<file path="src/rtl/cp0.sv">
// Coprocessor 0 for the five-stage MIPS core: SR, Cause, EPC and PRId, plus the
// combinational exception/interrupt request that clears the pipeline.
module cp0 #(
   parameter int          EXCCODE_SIZE = 5,
   parameter logic [31:0] PRID         = 32'h0000_0000
) (
   input  logic                    clk,
   input  logic                    reset,
   input  logic                    en,
   input  logic [4:0]              CP0_addr,
   input  logic [31:0]             CP0_in,
   input  logic [31:0]             M_PC,
   input  logic                    M_BD,
   input  logic [EXCCODE_SIZE-1:0] M_ExcCode,
   input  logic [5:0]              HWInt,
   input  logic                    EXL_clr,
   output logic [31:0]             CP0_out,
   output logic [31:0]             EPC_out,
   output logic                    req
);

   logic [5:0]  sr_im;
   logic        sr_exl;
   logic        sr_ie;
   logic        cause_bd;
   logic [5:0]  cause_ip;
   logic [4:0]  cause_exc;
   logic [31:0] epc;

   logic        int_req;
   logic        exc_req;
   logic [4:0]  code_ext;
   logic [31:0] victim_pc;

   always_comb begin
      int_req   = (|(HWInt & sr_im)) & sr_ie & ~sr_exl;
      exc_req   = (M_ExcCode != '0) & ~sr_exl;
      req       = reset & (int_req | exc_req);
      code_ext  = 5'(M_ExcCode);
      victim_pc = M_BD ? (M_PC - 32'd4) : M_PC;
   end

   always_ff @(posedge clk or negedge reset) begin
      if (!reset) begin
         sr_im     <= '0;
         sr_exl    <= 1'b0;
         sr_ie     <= 1'b0;
         cause_bd  <= 1'b0;
         cause_ip  <= '0;
         cause_exc <= '0;
         epc       <= '0;
      end else begin
         cause_ip <= HWInt;
         if (req) begin
            sr_exl    <= 1'b1;
            cause_bd  <= M_BD;
            cause_exc <= int_req ? 5'd0 : code_ext;
            epc       <= {victim_pc[31:2], 2'b00};
         end else begin
            if (en && CP0_addr == 5'd12) begin
               sr_im  <= CP0_in[15:10];
               sr_exl <= CP0_in[1];
               sr_ie  <= CP0_in[0];
            end
            if (en && CP0_addr == 5'd14) begin
               epc <= CP0_in;
            end
            // eret clears EXL last so it beats a same-cycle mtc0 to SR on that bit
            if (EXL_clr) begin
               sr_exl <= 1'b0;
            end
         end
      end
   end

   always_comb begin
      CP0_out = '0;
      case (CP0_addr)
         5'd12:   CP0_out = {16'b0, sr_im, 8'b0, sr_exl, sr_ie};
         5'd13:   CP0_out = {cause_bd, 15'b0, cause_ip, 3'b0, cause_exc, 2'b00};
         5'd14:   CP0_out = epc;
         5'd15:   CP0_out = PRID;
         default: CP0_out = '0;
      endcase
   end

   assign EPC_out = epc;

endmodule

</file>
<file path="config.mk">
export PLATFORM = sky130hd
export DESIGN_NAME = cp0
export DESIGN_NICKNAME = d
export VERILOG_FILES = /design/src/rtl/cp0.sv
export SDC_FILE = /design/constraint.sdc
export NUM_CORES = 1
export LEC_CHECK = 0
export ABC_CLOCK_PERIOD_IN_PS = 2700
export CORE_MARGIN = 2
export CORE_UTILIZATION = 30
export DETAILED_ROUTE_END_ITERATION = 16
export DONT_BUFFER_PORTS = 1
export PLACE_DENSITY_LB_ADDON = 0.12
export SLEW_MARGIN = 40
export SYNTH_ARGS = -nofsm -noshare
export SYNTH_HDL_FRONTEND = slang
export SYNTH_SLANG_ARGS = --single-unit
</file>
<file path="constraint.sdc">
create_clock -name clk -period 2.7 [get_ports clk]
set_input_delay 0 -clock clk [delete_from_list [all_inputs] [get_ports clk]]
set_output_delay 0 -clock clk [all_outputs]
set_load 0.02 [all_outputs]
</file>
---- Word-level counts from Yosys, hierarchy flattened ----
Index checks and enable logic that the tools add are counted.
operators by class
  equal/unequal tests ..................... 3
  multiplexer cells ....................... 8
  bitwise logic cells ..................... 8
  reduce and logical (&&, ||, !) cells .... 7
  $add $sub $neg .......................... 1
operators by type and width
  kind                     count
  $mux W32                 3
  $pmux W32 S3             1
  $sub A32 B3 Y32 const B  1
  $eq A5 B4 Y1 const B     3
  $and A6 B6 Y6            1
  $reduce_or A6 Y1         1
  $mux W5                  1
  $reduce_bool A5 Y1       1
  $and A1 B1 Y1            4
  $mux W1                  3
  $reduce_bool A3 Y1       1
  $logic_and A1 B1 Y1      2
  $not A1 Y1               2
  $reduce_and A2 Y1        1
  $reduce_bool A2 Y1       1
  $or A1 B1 Y1             1
word-level totals
  output and inout port bits .............. 65
  register bits after elaboration ......... 52

---- Longest topological paths before layout ----
  depth after elaboration ................. 8
  mapped depth ............................ 7
  depth with buffers taken out ............ 7

---- Worst setup path after synthesis ----
OpenSTA, ideal clock, no wires.
  path kind ............................... register -> register
  from .................................... register sr_im[3]
  to ...................................... register sr_ie
  slack ................................... 0.413 ns
  clock period less this slack ............ 2.287 ns
  arrival time ............................ 2.162 ns
  path buffers ............................ 1
  data required time ...................... 2.575 ns
  setup time .............................. 0.125 ns
  cell stages (with the launch flop) ...... 7
  cell sequence ........................... dfrtp_1 -> a22o_1 -> o31ai_1 -> a31oi_1 -> clkbuf_1 -> nor2_1 -> mux2_2
on the way
  longest elaborated chain between the ends .. 8
ends and longest elaborated chain
  item                                line  text
  start, declared                     22    logic [5:0] sr_im;
  start signal, assigned              61    sr_im <= CP0_in[15:10];
  $and A6 B6 Y6                       36    int_req = (|(HWInt & sr_im)) & sr_ie & ~sr_exl;
  $reduce_or A6 Y1                    36
  $and A1 B1 Y1 (2 in a row)          36
  $or A1 B1 Y1                        38    req = reset & (int_req | exc_req);
  $and A1 B1 Y1                       38
  $not A1 Y1 (no source line)         -
  $reduce_and A2 Y1 (no source line)  -
  end signal, assigned                63    sr_ie <= CP0_in[0];
  end, declared                       24    logic sr_ie;
No other way between the ends.
A chain may end at the register's enable or synchronous reset.

---- Final worst setup path ----
  from .................................... register sr_im[1]
  to ...................................... register epc[3], in the netlist EPC_out[3]
on the way
  longest elaborated chain between the ends .. 7
  elaborated cells between the ends (all ways) .. 8
  classes of those cells .................. 1 x mux; 5 x bitwise; 2 x reduce/logical
ends and longest elaborated chain
  item                                                   line  text
  $and A6 B6 Y6 (*)                                      36
  $reduce_or A6 Y1 (*)                                   36
  $and A1 B1 Y1 (*) (2 in a row)                         36
  $or A1 B1 Y1 (*)                                       38
  $and A1 B1 Y1 (*)                                      38
  net req                                                19    output logic req
  $mux W32 / $reduce_bool A2 Y1 (equally long branches)  -
  end signal, assigned                                   58    epc <= {victim_pc[31:2], 2'b00};
  end signal, assigned                                   66    epc <= CP0_in;
  end, declared                                          28    logic [31:0] epc;
Mark *: on every way through the listed nets, which the timed path passes. The rest lies on a longest branch.

==> flow_results.org <==
** CTS
- The clock net in this run drives a total of 52 sinks.
- Clock-pin slew was measured on the worst setup and hold paths at 0.10 ns.
- TritonCTS built the clock tree.
- In this run, post-CTS repair resized a total of 0 instances.
- Maximum clock insertion buffer count :: 2
- The H-tree generated during clock tree synthesis spans 2 levels.
- For the worst-skew pair, the clock arrives at the later sink with an insertion delay of 0.31 ns.
- In this run, CTS created clock tree buffers numbering 5.
- Clock tree synthesis selected as its root buffer the cell clkbuf_8.

** STA
- Setup repair after global routing missed its margin :: no
- The worst path meets setup with 0.2258 ns of slack.
- Based on the critical path, the design can be clocked at up to 404.2 MHz.
- The max-slew violation count is 0.
- Headroom to the max-slew limit came out at 56.82%.
- Of the available clock period, the critical path in the final layout requires 91.64%.
- Setup tns final :: 0 ns
- At the pin with the least slew margin, the transition time is 0.6409 ns.
- The count of final hold-check violations was 0.
- On the final layout, the worst clock skew is 0.006202 ns.
- Number of endpoints failing setup at the final stage :: 0
- The clock period could shrink to 2.474 ns.

** Placed design
- Routability-driven placement finished with a final weighted congestion of 0.7467.
- After legalization and detailed placement, the total HPWL measured 6.323 mm.
- Post-placement worst setup slack :: 0.6286 ns
- Count of buffers inserted at the top-level ports :: 0
- Including well taps, the total number of placed cells is 436.

** Power and ir drop
- In this run the power density over the cells is 525.0 mW/mm^2.
- Peak supply drop :: 0.2125 mV
- The share of total power dissipated in the clock network is 21.5%.
- The analysis attributes to net switching a power of 0.7728 mW.
- Cell-internal power :: 1.477 mW
- Summed over all cells, the static leakage comes to 1.872 nW.
- Reg power frac :: 53.7%
- Net switching is 34.35% of the power.
- Final Total Pwr :: 2.250 mW
- In this run, the combinational gates consume 24.9% of the power.

** Synthesis
- By area the synthesized netlist is led by dfrtp_1, mux2i_1, xnor2_1.
- Among all flip-flop cells after synthesis, the most frequent one is dfrtp_1.
- Of the synthesized area, sequential elements account for 41.47%.
- Summing every instance area after synthesis gives 0.003138 sq mm.
- Post-synthesis sequential element count :: 52
- Library cells used by synthesis :: 36
- Synthesis produced a netlist with a net count of 394.
- Number of instances in the synthesized netlist :: 308
- Count of yosys warnings during synthesis :: 0
- Fraction of registers with async set/reset :: 100.0%
- Share of the synthesized area in the top cell type :: 41.47%
- Summed over all instances, the cell type with the most area after synthesis is dfrtp_1.
- Count of flip-flops with a built-in enable after synthesis :: 0
- Mapped Avg Cell Area :: 10.19 sq um

** Drt
- Count of routing violations after the opening detailed-route iteration :: 62
- After detailed routing, the average wire length per cell comes to 18.24 um.
- Summing over every cut layer, the via total after detailed routing is 2697.
- Pre-antenna DRT Iters :: 4
- For this block, the routed nets add up to 9.651 mm of wire.
- Via/cell ratio :: 5.098
- Remaining routing DRC violations :: 0
- Remaining antenna violation count after routing :: 0

** Final layout
- Final cell count without fillers :: 529
- # diodes :: 0
- Compared with the post-synthesis result, the final layout area differs by 36.56%.
- Fraction of final layout cells with drive strength greater than 1 :: 8.142%
- Final net count :: 478

** Worst setup path
- CP endpoint kind :: register
- At the worst endpoint, the required time is 2.90 ns.
- On the critical path, the stage with the largest delay is an instance of dlygate4sd3_1.
- Maximum cell stage delay along the critical path :: 0.58 ns
- Sort of element at the start of the critical path :: register
- For flop-to-flop paths, the worst setup slack is 0.23 ns.
- Of all nets on the critical path, the largest fanout is 39.
- The critical path contains buffers and inverters numbering 3 combined.
- Cells along the critical path :: a22o_1 -> o31ai_1 -> buf_4 -> a31oi_4 -> buf_4 -> o211ai_1 -> o21ai_0 -> dlygate4sd3_1
- Crit path arrival time :: 2.67 ns
- The most numerous cell type found on the critical path is buf_4.
- Cell family with the largest share of critical-path delay :: buffers and inverters
- The worst setup path is of the reg -> reg kind.

** GRT
- Gr ovfl total :: 0
- Vias in the first global route :: 2895
- Initial antenna violation count :: 0
- Largest net degree at the start of global routing :: 53
- The first global-routing pass estimated 15.27 mm of wire.
- For this run, the total global-route usage over all layers was measured as 17.32%.

** Flow run
- Total of max-cap violations :: 0

** Floorplan
- The die is 106.3 um wide.
- Core region area :: 0.01023 sq mm
- Ports placed on the boundary :: 150
- Starting density of the core :: 30.67%
- Die Span Y :: 106.3 um
- # rows :: 37
- Die Footprint :: 0.01129 sq mm

** Outcome
- The run finished with clean final reports.

** Worst hold path
- Hold crit path type :: in -> reg
==> cells in the final DEF, fill, tap and decap left out, types with 8 or more instances in the layout <==
cell type,count
a22o_1,11
and2_1,19
buf_4,9
dfrtp_1,52
dlygate4sd3_1,82
inv_1,8
mux2_2,8
mux2i_1,58
nand2_1,20
nand3_1,9
nor2_1,11
nor4_1,12
o21ai_0,22
xnor2_1,19
xor2_1,8
==> path summary, 6_finish.rpt <==
kind                       cells after the start                 start                       to
max in group asynchronous                      2                 reset     sr_im[1]$_DFFE_PN0P_
min                                            3               M_PC[9]  EPC_out[11]$_DFFE_PN0P_
min in group asynchronous                      2                 reset  EPC_out[17]$_DFFE_PN0P_
max reg2reg                                    8  sr_im[1]$_DFFE_PN0P_   EPC_out[3]$_DFFE_PN0P_
min reg2reg                                    1  cause_bd$_DFFE_PN0P_     cause_bd$_DFFE_PN0P_
max                                            8  sr_im[1]$_DFFE_PN0P_   EPC_out[3]$_DFFE_PN0P_
==> cells by family after synthesis <==
group                      count (synthesis)  share of synthesized area (%)
xor gates and xnor gates                  27                          7.536
muxes                                     66                          21.37
AOI/OAI and AO/OA                         41                          8.334
and+or+nand+nor                           98                          17.90
adders and majority gates                  1                         0.3987
DFF                                       52                          41.47
buffers and inverters                     23                          2.990
==> through the flow <==
stage,instance area (sq um),hold slack [ns],util [%]
after global placement,3323,-0.2942,32.48
after CTS,4270,0.01276,41.74
after global routing,4285,0.03330,41.89
final,4285,0.01530,41.89
after detailed placement,3328,-0.2942,32.53
after floorplan,3138,-0.2956,-
==> sequential cells by signal, summed over array words and instances (netlist names) <==
register / cells
EPC_out: 32
cause_bd: 1
cause_exc: 5
cause_ip: 6
sr_exl: 1
sr_ie: 1
sr_im: 6
==> layer usage <==
metal  vias up  part of all wire, %  global-route usage (%)
li1       1271                    -                       -
met1      1315                   43                   21.61
met2        99                   48                   29.67
met3        12                  7.0                   4.353
met4         0                  1.7                   4.699
met5         -                    0                       0
==> layout make-up <==
| cell class | count | area [sq um] |
|---|---|---|
| Multi-Input combinational cell | 233 | 1774 |
| Clock buffer | 7 | 86.33 |
| Sequential cell | 52 | 1301 |
| Fill cell | 1010 | 5946 |
| Inverter | 8 | 30.03 |
| Tap cell | 136 | 170.2 |
| Clock inverter | 1 | 7.507 |
| Timing Repair Buffer | 92 | 915.9 |
==> worst reg2reg max path, cell delays in order, from the launching register on <==
cell           delay [ns]
dfrtp_1              0.41
a22o_1               0.23
o31ai_1              0.23
buf_4                0.20
a31oi_4              0.11
buf_4                0.31
o211ai_1             0.20
o21ai_0              0.10
dlygate4sd3_1        0.58
==> cell usage after synthesis (2+ instances only) <==
cell type  number
inv_1           8
nor4_1         12
o21ai_0        22
and2_1         19
mux2_2          8
nor3_1          6
nand2_1        21
a21oi_1         2
mux2i_1        58
or4_1           4
or3_1           3
xnor2_1        19
nand2b_1        4
nor2_1         11
clkbuf_1       11
or4_4           2
dfrtp_1        52
nand3_1         9
buf_1           3
xor2_1          8
a22o_1         11
==> power by group through the flow <==
stage | Clock (mW) | Sequential, mW | Combinational (mW)
4_1_cts | 0.504 | 1.21 | 0.558
3_5_place_dp | 0 | 1.22 | 0.339
5_1_grt | 0.534 | 1.23 | 0.618
3_3_place_gp | 0 | 1.22 | 0.329
2_1_floorplan | 0 | 1.18 | 0.275
6_report | 0.484 | 1.21 | 0.559
==> repair_timing <==
| action | 4_1_cts | 5_1_grt |
|---|---|---|
| hold buffers | 83 | 0 |
| endpoints found under the hold margin | 104 | 0 |
| setup endpoints to repair | 0 | 2 |
| buffers inserted | 0 | 2 |
No activity file was read; power rests on OpenSTA's default activity.
